**src/rtl/alu_pkg.sv**
```systemverilog
// Shared ALU opcode encoding, legality check and arbiter state type,
// used by the arbiter RTL and by its testbench.
package alu_pkg;

   typedef enum logic [2:0] {
      ALU_PASS_B      = 3'b000,
      ALU_ILLEGAL_001 = 3'b001,
      ALU_ADD         = 3'b010,
      ALU_SUBTRACT    = 3'b011,
      ALU_AND         = 3'b100,
      ALU_OR          = 3'b101,
      ALU_XOR         = 3'b110,
      ALU_ILLEGAL_111 = 3'b111
   } alu_op_t;

   typedef enum logic [1:0] {
      IDLE,
      EXEC,
      RESP
   } arb_state_t;

   function automatic logic op_is_legal(input logic [2:0] op);
      return !((op == ALU_ILLEGAL_001) || (op == ALU_ILLEGAL_111));
   endfunction

   // Only the adder produces meaningful overflow/carry; other ops report 0.
   function automatic logic op_sets_carry(input logic [2:0] op);
      return (op == ALU_ADD) || (op == ALU_SUBTRACT);
   endfunction

endpackage

```
**src/rtl/alu_arbiter_if.sv**
```systemverilog
// Requester, ALU and response signals of the ALU arbiter.
// The slave modport is the arbiter's view; master is everything around it.
interface alu_arbiter_if #(
   parameter int WIDTH = 64
);
   logic             req0_valid;
   logic             req0_ready;
   logic [WIDTH-1:0] req0_A;
   logic [WIDTH-1:0] req0_B;
   logic [2:0]       req0_cntrl;

   logic             req1_valid;
   logic             req1_ready;
   logic [WIDTH-1:0] req1_A;
   logic [WIDTH-1:0] req1_B;
   logic [2:0]       req1_cntrl;

   logic [WIDTH-1:0] alu_A;
   logic [WIDTH-1:0] alu_B;
   logic [2:0]       alu_cntrl;
   logic [WIDTH-1:0] alu_result;
   logic             alu_negative;
   logic             alu_zero;
   logic             alu_overflow;
   logic             alu_carry_out;

   logic             rsp_valid;
   logic             rsp_ready;
   logic             rsp_id;
   logic [WIDTH-1:0] rsp_result;
   logic             rsp_negative;
   logic             rsp_zero;
   logic             rsp_overflow;
   logic             rsp_carry_out;
   logic             rsp_err;

   modport slave (
      input  req0_valid, req0_A, req0_B, req0_cntrl,
      output req0_ready,
      input  req1_valid, req1_A, req1_B, req1_cntrl,
      output req1_ready,
      output alu_A, alu_B, alu_cntrl,
      input  alu_result, alu_negative, alu_zero, alu_overflow, alu_carry_out,
      output rsp_valid, rsp_id, rsp_result, rsp_negative, rsp_zero,
      output rsp_overflow, rsp_carry_out, rsp_err,
      input  rsp_ready
   );

   modport master (
      output req0_valid, req0_A, req0_B, req0_cntrl,
      input  req0_ready,
      output req1_valid, req1_A, req1_B, req1_cntrl,
      input  req1_ready,
      input  alu_A, alu_B, alu_cntrl,
      output alu_result, alu_negative, alu_zero, alu_overflow, alu_carry_out,
      input  rsp_valid, rsp_id, rsp_result, rsp_negative, rsp_zero,
      input  rsp_overflow, rsp_carry_out, rsp_err,
      output rsp_ready
   );
endinterface

```
**src/rtl/rr_arb2.sv**
```systemverilog
// Two-way round-robin picker: a lone requester always wins, and on a tie
// the requester that did not win last time gets the grant.
module rr_arb2 (
   input  logic [1:0] valid,
   input  logic       last_grant,
   output logic [1:0] grant,
   output logic       grant_id
);

   always_comb begin
      grant_id = 1'b0;
      grant    = 2'b00;
      case (valid)
         2'b01:   grant_id = 1'b0;
         2'b10:   grant_id = 1'b1;
         2'b11:   grant_id = ~last_grant;
         default: grant_id = 1'b0;
      endcase
      if (valid != 2'b00) begin
         grant = grant_id ? 2'b10 : 2'b01;
      end
   end

endmodule

```
**src/rtl/alu_arbiter.sv**
```systemverilog
// Shares one external combinational ALU between two requesters, holding
// operands for ALU_CYCLES cycles before capturing result and flags.
module alu_arbiter
   import alu_pkg::*;
#(
   parameter int ALU_CYCLES = 2,
   parameter int WIDTH      = 64
) (
   input logic          clk,
   input logic          reset,
   alu_arbiter_if.slave bus
);

   localparam int CNT_W = (ALU_CYCLES > 1) ? $clog2(ALU_CYCLES) : 1;

   arb_state_t       state_q;
   arb_state_t       state_d;
   logic             last_grant_q;
   logic             id_q;
   logic [CNT_W-1:0] count_q;
   logic [WIDTH-1:0] a_q;
   logic [WIDTH-1:0] b_q;
   logic [2:0]       cntrl_q;

   logic             rsp_id_q;
   logic [WIDTH-1:0] rsp_result_q;
   logic             rsp_negative_q;
   logic             rsp_zero_q;
   logic             rsp_overflow_q;
   logic             rsp_carry_out_q;
   logic             rsp_err_q;

   logic [1:0]       valid_vec;
   logic [1:0]       grant;
   logic             grant_id;
   logic             accept;
   logic             grant_legal;
   logic [WIDTH-1:0] grant_a;
   logic [WIDTH-1:0] grant_b;
   logic [2:0]       grant_cntrl;

   assign valid_vec = {bus.req1_valid, bus.req0_valid};

   rr_arb2 u_rr_arb2 (
      .valid      (valid_vec),
      .last_grant (last_grant_q),
      .grant      (grant),
      .grant_id   (grant_id)
   );

   assign accept      = (state_q == IDLE) && (grant != 2'b00) && !reset;
   assign grant_a     = grant_id ? bus.req1_A     : bus.req0_A;
   assign grant_b     = grant_id ? bus.req1_B     : bus.req0_B;
   assign grant_cntrl = grant_id ? bus.req1_cntrl : bus.req0_cntrl;
   assign grant_legal = op_is_legal(grant_cntrl);

   assign bus.req0_ready = accept && grant[0];
   assign bus.req1_ready = accept && grant[1];

   always_ff @(posedge clk) begin
      if (reset) begin
         state_q <= IDLE;
      end else begin
         state_q <= state_d;
      end
   end

   // Illegal ops skip EXEC entirely; the response is produced from constants.
   always_comb begin
      state_d = state_q;
      case (state_q)
         IDLE: begin
            if (accept) begin
               state_d = grant_legal ? EXEC : RESP;
            end
         end
         EXEC: begin
            if (count_q == '0) begin
               state_d = RESP;
            end
         end
         RESP: begin
            if (bus.rsp_ready) begin
               state_d = IDLE;
            end
         end
         default: state_d = IDLE;
      endcase
   end

   // Operand registers only change on a legal grant, so the ALU inputs keep
   // the last real op across illegal ops and idle periods.
   always_ff @(posedge clk) begin
      if (reset) begin
         last_grant_q    <= 1'b1;
         id_q            <= 1'b0;
         count_q         <= '0;
         a_q             <= '0;
         b_q             <= '0;
         cntrl_q         <= 3'b000;
         rsp_id_q        <= 1'b0;
         rsp_result_q    <= '0;
         rsp_negative_q  <= 1'b0;
         rsp_zero_q      <= 1'b0;
         rsp_overflow_q  <= 1'b0;
         rsp_carry_out_q <= 1'b0;
         rsp_err_q       <= 1'b0;
      end else begin
         case (state_q)
            IDLE: begin
               if (accept) begin
                  last_grant_q <= grant_id;
                  id_q         <= grant_id;
                  if (grant_legal) begin
                     a_q     <= grant_a;
                     b_q     <= grant_b;
                     cntrl_q <= grant_cntrl;
                     count_q <= CNT_W'(ALU_CYCLES - 1);
                  end else begin
                     rsp_id_q        <= grant_id;
                     rsp_result_q    <= '0;
                     rsp_negative_q  <= 1'b0;
                     rsp_zero_q      <= 1'b0;
                     rsp_overflow_q  <= 1'b0;
                     rsp_carry_out_q <= 1'b0;
                     rsp_err_q       <= 1'b1;
                  end
               end
            end
            EXEC: begin
               if (count_q == '0) begin
                  rsp_id_q        <= id_q;
                  rsp_result_q    <= bus.alu_result;
                  rsp_negative_q  <= bus.alu_negative;
                  rsp_zero_q      <= bus.alu_zero;
                  rsp_overflow_q  <= op_sets_carry(cntrl_q) && bus.alu_overflow;
                  rsp_carry_out_q <= op_sets_carry(cntrl_q) && bus.alu_carry_out;
                  rsp_err_q       <= 1'b0;
               end else begin
                  count_q <= count_q - CNT_W'(1);
               end
            end
            default: begin
            end
         endcase
      end
   end

   assign bus.alu_A         = a_q;
   assign bus.alu_B         = b_q;
   assign bus.alu_cntrl     = cntrl_q;
   assign bus.rsp_valid     = (state_q == RESP);
   assign bus.rsp_id        = rsp_id_q;
   assign bus.rsp_result    = rsp_result_q;
   assign bus.rsp_negative  = rsp_negative_q;
   assign bus.rsp_zero      = rsp_zero_q;
   assign bus.rsp_overflow  = rsp_overflow_q;
   assign bus.rsp_carry_out = rsp_carry_out_q;
   assign bus.rsp_err       = rsp_err_q;

endmodule

```
**src/flat_wrapper.sv**
```systemverilog
// flat-port wrapper written by rule: the top's interface ports become plain ports
module alu_arbiter_flat import alu_pkg::*;
#(
   parameter int ALU_CYCLES = 2,
   parameter int WIDTH      = 64
)
  (clk, reset, bus_req0_valid, bus_req0_A, bus_req0_B, bus_req0_cntrl, bus_req0_ready, bus_req1_valid, bus_req1_A, bus_req1_B, bus_req1_cntrl, bus_req1_ready, bus_alu_A, bus_alu_B, bus_alu_cntrl, bus_alu_result, bus_alu_negative, bus_alu_zero, bus_alu_overflow, bus_alu_carry_out, bus_rsp_valid, bus_rsp_id, bus_rsp_result, bus_rsp_negative, bus_rsp_zero, bus_rsp_overflow, bus_rsp_carry_out, bus_rsp_err, bus_rsp_ready);
  alu_arbiter_if #(.WIDTH(WIDTH)) bus_i ();
  input logic clk;
  input logic reset;
  input wire logic [$bits(bus_i.req0_valid)-1:0] bus_req0_valid;
  input wire logic [$bits(bus_i.req0_A)-1:0] bus_req0_A;
  input wire logic [$bits(bus_i.req0_B)-1:0] bus_req0_B;
  input wire logic [$bits(bus_i.req0_cntrl)-1:0] bus_req0_cntrl;
  output wire logic [$bits(bus_i.req0_ready)-1:0] bus_req0_ready;
  input wire logic [$bits(bus_i.req1_valid)-1:0] bus_req1_valid;
  input wire logic [$bits(bus_i.req1_A)-1:0] bus_req1_A;
  input wire logic [$bits(bus_i.req1_B)-1:0] bus_req1_B;
  input wire logic [$bits(bus_i.req1_cntrl)-1:0] bus_req1_cntrl;
  output wire logic [$bits(bus_i.req1_ready)-1:0] bus_req1_ready;
  output wire logic [$bits(bus_i.alu_A)-1:0] bus_alu_A;
  output wire logic [$bits(bus_i.alu_B)-1:0] bus_alu_B;
  output wire logic [$bits(bus_i.alu_cntrl)-1:0] bus_alu_cntrl;
  input wire logic [$bits(bus_i.alu_result)-1:0] bus_alu_result;
  input wire logic [$bits(bus_i.alu_negative)-1:0] bus_alu_negative;
  input wire logic [$bits(bus_i.alu_zero)-1:0] bus_alu_zero;
  input wire logic [$bits(bus_i.alu_overflow)-1:0] bus_alu_overflow;
  input wire logic [$bits(bus_i.alu_carry_out)-1:0] bus_alu_carry_out;
  output wire logic [$bits(bus_i.rsp_valid)-1:0] bus_rsp_valid;
  output wire logic [$bits(bus_i.rsp_id)-1:0] bus_rsp_id;
  output wire logic [$bits(bus_i.rsp_result)-1:0] bus_rsp_result;
  output wire logic [$bits(bus_i.rsp_negative)-1:0] bus_rsp_negative;
  output wire logic [$bits(bus_i.rsp_zero)-1:0] bus_rsp_zero;
  output wire logic [$bits(bus_i.rsp_overflow)-1:0] bus_rsp_overflow;
  output wire logic [$bits(bus_i.rsp_carry_out)-1:0] bus_rsp_carry_out;
  output wire logic [$bits(bus_i.rsp_err)-1:0] bus_rsp_err;
  input wire logic [$bits(bus_i.rsp_ready)-1:0] bus_rsp_ready;
  assign bus_i.req0_valid = bus_req0_valid;
  assign bus_i.req0_A = bus_req0_A;
  assign bus_i.req0_B = bus_req0_B;
  assign bus_i.req0_cntrl = bus_req0_cntrl;
  assign bus_req0_ready = bus_i.req0_ready;
  assign bus_i.req1_valid = bus_req1_valid;
  assign bus_i.req1_A = bus_req1_A;
  assign bus_i.req1_B = bus_req1_B;
  assign bus_i.req1_cntrl = bus_req1_cntrl;
  assign bus_req1_ready = bus_i.req1_ready;
  assign bus_alu_A = bus_i.alu_A;
  assign bus_alu_B = bus_i.alu_B;
  assign bus_alu_cntrl = bus_i.alu_cntrl;
  assign bus_i.alu_result = bus_alu_result;
  assign bus_i.alu_negative = bus_alu_negative;
  assign bus_i.alu_zero = bus_alu_zero;
  assign bus_i.alu_overflow = bus_alu_overflow;
  assign bus_i.alu_carry_out = bus_alu_carry_out;
  assign bus_rsp_valid = bus_i.rsp_valid;
  assign bus_rsp_id = bus_i.rsp_id;
  assign bus_rsp_result = bus_i.rsp_result;
  assign bus_rsp_negative = bus_i.rsp_negative;
  assign bus_rsp_zero = bus_i.rsp_zero;
  assign bus_rsp_overflow = bus_i.rsp_overflow;
  assign bus_rsp_carry_out = bus_i.rsp_carry_out;
  assign bus_rsp_err = bus_i.rsp_err;
  assign bus_i.rsp_ready = bus_rsp_ready;
  alu_arbiter #(.ALU_CYCLES(ALU_CYCLES), .WIDTH(WIDTH)) u_core (.clk(clk), .reset(reset), .bus(bus_i));
endmodule
```
**config.mk**
```make
export PLATFORM = sky130hd
export DESIGN_NAME = alu_arbiter_flat
export DESIGN_NICKNAME = d
export VERILOG_FILES = /design/src/rtl/alu_pkg.sv /design/src/rtl/alu_arbiter_if.sv /design/src/rtl/rr_arb2.sv /design/src/rtl/alu_arbiter.sv /design/src/flat_wrapper.sv
export SDC_FILE = /design/constraint.sdc
export NUM_CORES = 1
export LEC_CHECK = 0
export CORE_AREA = 2 2 207 209
export CTS_BUF_LIST = sky130_fd_sc_hd__clkbuf_4 sky130_fd_sc_hd__clkbuf_8 sky130_fd_sc_hd__clkbuf_16
export DETAILED_ROUTE_END_ITERATION = 12
export DIE_AREA = 0 0 209 211
export SLEW_MARGIN = 10
export SYNTH_ARGS = -nofsm -noshare
export SYNTH_HDL_FRONTEND = slang
export SYNTH_HIERARCHICAL = 1
export SYNTH_SLANG_ARGS = --single-unit
```
**constraint.sdc**
```tcl
create_clock -name clk -period 2.37 [get_ports clk]
set_input_delay 0.474 -clock clk [delete_from_list [all_inputs] [get_ports clk]]
set_output_delay 0.474 -clock clk [all_outputs]
set_load 0.005 [all_outputs]
```
---- Yosys cells after proc, flatten, opt, wreduce, memory -nomap -nowiden ----
Cells that the tools add are included.
Widths: inputs -> output; s select.
storage, ports and cells
  input bits .............................. 335
  bits in registers ....................... 206
  output and inout port bits .............. 204
  word-level logic and storage cells ...... 85
cells by class
  bitwise logic cells ..................... 2
  mux-type cells .......................... 37
  $add $sub $neg .......................... 1
  equal/unequal tests ..................... 13
  reductions and logical operators ........ 18
operators with widths
  kind                 count
  $mux 64              5
  $pmux 64 s2          1
  $pmux 1 s2           8
  $mux 1               15
  $mux 2               6
  $reduce_and 3->1     3
  $eq 2x2->1 const B   3
  $eq 3x2->1 const B   2
  $logic_and 1x1->1    6
  $ne 2x2->1 const B   3
  $pmux 2 s3           1
  $reduce_bool 2->1    3
  $ne 2x1->1 const B   2
  $reduce_and 4->1     1
  $eq 3x1->1 const B   1
  $eq 3x3->1 const B   1
  $mux 3               1
  $eq 2x1->1 const B   1
  $logic_not 2->1      1
  $logic_or 1x1->1     2
  $not 1->1            2
  $reduce_and 2->1     1
  $logic_not 1->1      1
  $sub 1x1->1 const B  1

---- Depth between registers and ports, before layout ----
  depth after elaboration ................. 9
  depth in mapped cells ................... 8
  depth with buffers taken out ............ 6

---- Modules after synthesis ----
Netlist, hierarchy kept.
by module, submodules not included
  module       instances  cells each  seq. area each (µm²)  area each (µm²)
  alu_arbiter  1          800         4124.0                8476.9
  rr_arb2      1          4           0.0                   26.3

---- Worst setup path before layout ----
Ideal clock, no wire load.
  kind .................................... in2out
  start ................................... in bus_req1_valid
  end ..................................... out bus_req0_ready
  data required time ...................... 1896 ps
  cell stages on the path ................. 6
  arrival ................................. 1619 ps
  path slack .............................. 277 ps
  buffers on the path ..................... 2
  path through ............................ a21boi_0 > o21bai_1 > nor3_2 > buf_4 > buf_4 > and2_1
on the way
  word-level cells in the longest chain between the ends .. 8
  elaborated cells between the ends (all ways) .. 10
  those cells by class .................... eq/ne: 2; mux: 3; reduce/logical: 5
ends and longest elaborated chain
  element                          line                text
  start, declared                  flat_wrapper.sv:16  input wire logic [$bits(bus_i.req1_valid)-1:0] bus_req1_valid;
  $eq 2x2->1                       rr_arb2.sv:13       case (valid)
  $pmux 1 s2                       rr_arb2.sv:13
  $mux 2                           rr_arb2.sv:20       grant = grant_id ? 2'b10 : 2'b01;
  $mux 2 (*)                       rr_arb2.sv:19       if (valid != 2'b00) begin
  $reduce_bool 2->1                alu_arbiter.sv:51   assign accept = (state_q == IDLE) && (grant != 2'b00) && !reset;
  $logic_and 1x1->1 (2 in series)  alu_arbiter.sv:51
  $logic_and 1x1->1 (*)            alu_arbiter.sv:57   assign bus.req0_ready = accept && grant[0];
  end, declared                    flat_wrapper.sv:15  output wire logic [$bits(bus_i.req0_ready)-1:0] bus_req0_ready;
Every way passes the cells marked *; elsewhere a longest branch is shown, timed or not.

---- Final worst setup path ----
  start ................................... reg u_core.last_grant_q
  end ..................................... out bus_req1_ready
on the way
  word-level cells in the longest chain between the ends .. 8
ends and longest elaborated chain
  element                          line                text
  start, declared                  alu_arbiter.sv:18   logic last_grant_q;
  start signal, assigned           alu_arbiter.sv:112  last_grant_q <= grant_id;
  $not 1->1                        rr_arb2.sv:16       2'b11: grant_id = ~last_grant;
  $pmux 1 s2                       rr_arb2.sv:13
  $mux 2                           rr_arb2.sv:20
  $mux 2                           rr_arb2.sv:19
  via u_core.grant[0]              alu_arbiter.sv:34   logic [1:0] grant;
  $reduce_bool 2->1                alu_arbiter.sv:51
  $logic_and 1x1->1 (2 in series)  alu_arbiter.sv:51
  $logic_and 1x1->1                alu_arbiter.sv:58   assign bus.req1_ready = accept && grant[1];
  end, declared                    flat_wrapper.sv:20  output wire logic [$bits(bus_i.req1_ready)-1:0] bus_req1_ready;
The timed path passes the listed nets, and every way through them passes these cells.

==> out/qor.yml <==
global_route:
  grtUsageTotal: 0.152
  grt_pass1_vias: 8617
  antenna_found_initial: 1
  grt_pass1_wl_um: 52100
  gr-total-overflow: 0
  grt_max_degree: 132
timing:
  fin_hold_ws_ns: 0.357
  rsz0062_at_grt: "false"
  finClkSkew_ns: 0.0227
  relSlewSlack: 0.570
  min_period_ns: 2.24
  clock.fmax_mhz: 447
  tns_ns: 0
  worstMarginPinSlew_ns: 0.645
  setup_viol: 0
  hold_viol_final: 0
  drv_slew: 0
  fin_crit_sh: 0.944
critical_path:
  path_cells: "inv_1 > a21boi_4 > o21bai_4 > nor3_4 > and2_1 > dlygate4sd2_1"
  worstPathRequired_ns: 1.90
  crit_fanout: 3
  worstSetupEndpointType: "output pin"
  crit_slowest_cell: "dfxtp_2"
  critical-path-top-delay-family: "flip-flops"
  startpoint_type: "flop"
  critPathKind: "flop to output pin"
  crit_arrival_ns: 1.76
  cp_slowest_stage_delay_ns: 0.35
  cp_num_buf_inv: 2
synthesis:
  ys_ff_latch: 206
  yosys_warnings: 6
  synthCells: 804
  ys.flop_type: "dfxtp_1"
  syn_nets: 1139
  avgSynthCellArea_um2: 10.6
  synth_top_family_by_area: "compound AO/OA/AOI/OAI gates"
  synth-edff-count: 0
  async_flop_share: 0
  synth_area_um2: 8500
  synth_compound_area_frac: 0.279
  ys_types: 36
  synth_fa_ha_area_frac: 0
  yosysSeqAreaShare: 0.485
  synthMuxAreaShare: 0.157
  synth-simple-area-share: 0.0172
  synth_xor_area_frac: 0.00206
finish:
  area_delta_synth_final_pct: 85.0
  fin_nets: 1685
  antennaDiodeCount: 0
  final_cell_mix: "533 x clkdlybuf4s50_1, 205 x dfxtp_1, 136 x a21oi_1"
  final_common_cell: "clkdlybuf4s50_1"
  utilization: 0.377
  fin_cells: 1908
  drive_gt1_frac: 0.0950
clocking:
  cts_tree: "built"
  root_buffer: "clkbuf_16"
  clk_latency_ns: 0.54
  clock_path_buffers: 3
  h-tree-depth: 1
  cts_buffers: 25
  clkTransAtPathRegs_ns: 0.06
  cts_sinks: 206
power:
  p_leak_nw: 5.76
  finalPower_mw: 11.1
  ir_drop_mv: 0.381
  cellPowerDensity_nw_per_um2: 703
die:
  die_h_um: 211
  start_util: 0.204
  dieArea_um2: 44100
  io_pins: 539
  rows: 75
  core_area_um2: 41800
  die_x_um: 209
drt:
  drt_pass1_iterations: 6
  vias: 8485
  ant_nets: 0
  initialDrtViolationCount: 385
  viasPerCell: 4.45
  drc: 0
  routed_wl_um: 36000
  routedWlPerCell_um: 18.9
place:
  portBuffers: 538
  gp_congestion: 0.800
  dp_cells: 1855
  hpwlAfterDp_um: 26700
run_status:
  status: "completed"
run:
  drv_cap: 0
min_path:
  min_path_type: "input pin to flop"
==> per-stage QoR <==
step / setup WS (ns) / area [um2]
after floorplan: 0.277 / 8500
after global placement: -0.368 / 14800
after detailed placement: -0.417 / 14800
after CTS: 0.00788 / 15700
after global routing: 0.0130 / 15700
final: 0.133 / 15700
==> registers in the layout, summed over array words and instances, names as in the netlist, 2 cells and up <==
signal / count
u_core/bus.alu_A: 64
u_core/bus.alu_B: 64
u_core/bus.alu_cntrl: 3
u_core/bus.rsp_result: 64
u_core/state_q: 2
==> power breakdown <==
part           internal, mW  switching, mW
logic                  1.85           1.30
clock network          2.30           1.54
registers              3.86          0.221
==> area by class of cell <==
cell class | count | area, um2
clock buffers | 31 | 696
multi-input cells | 509 | 3950
well taps | 539 | 674
inverters | 2 | 7.51
flip-flops and latches | 206 | 4130
clock inverters | 15 | 134
repair buffers | 606 | 6150
fillers | 4146 | 26000
==> cells by family (layout without fill, tap and decap cells) <==
| family | Yosys count | after routing |
|---|---|---|
| and+or+nand+nor | 26 | 26 |
| DFF | 206 | 206 |
| AOI/OAI and AO/OA | 348 | 348 |
| xor gates and xnor gates | 2 | 2 |
| muxes | 133 | 133 |
| buffers and inverters | 89 | 654 |
==> worst register-to-register path, cell delays in order, from the launching register on <==
cell and delay [ns]:
dfxtp_2 0.35, inv_1 0.09, a21boi_4 0.19, o21bai_4 0.09, nor3_4 0.14, buf_4 0.13
buf_4 0.10, buf_4 0.09, buf_4 0.09, buf_4 0.20, buf_16 0.21, a21oi_1 0.15
a31o_2 0.27
==> synthesized netlist by cell type, drive strengths merged, types with 2 or more instances <==
master,n,area share
dfxtp,206,0.48
a31o,2,0.0021
xnor2,2,0.0021
a21oi,137,0.081
a21boi,3,0.0026
buf,63,0.049
nor3,3,0.0029
clkbuf,24,0.011
inv,2,0.00088
and2,2,0.0015
and3,2,0.0015
a22o,66,0.068
nor2b,3,0.0022
mux2i,132,0.16
nand2,4,0.0018
nor2,7,0.0031
a211oi,132,0.12
nand2b,2,0.0015
==> worst paths after layout <==
kind | startpoint | end | slack [ns] | cells past startpoint
max | u_core/last_grant_q | bus_req1_ready | 0.13 | 6
min | reset | u_core/state_q[1] | 0.36 | 3
max reg2reg | u_core/last_grant_q | u_core/bus.rsp_overflow | 0.18 | 12
min reg2reg | u_core/id_q | u_core/id_q | 0.46 | 2
==> routing by layer <==
metal / global-route usage / wire length, um / vias up
li1: - / - / 4172
met1: 0.178 / 14700 / 3931
met2: 0.269 / 17800 / 339
met3: 0.0497 / 2870 / 41
met4: 0.0315 / 614 / 2
met5: 0 / 17 / -
==> what timing repair did <==
item	in CTS	in global routing
buffers inserted	7	0
gates cloned	0	2
endpoints found under the setup margin	2	118
pin swaps	0	0
resized for setup	11	3
hold buffers	0	0
No activity file was read; power rests on OpenSTA's default activity.
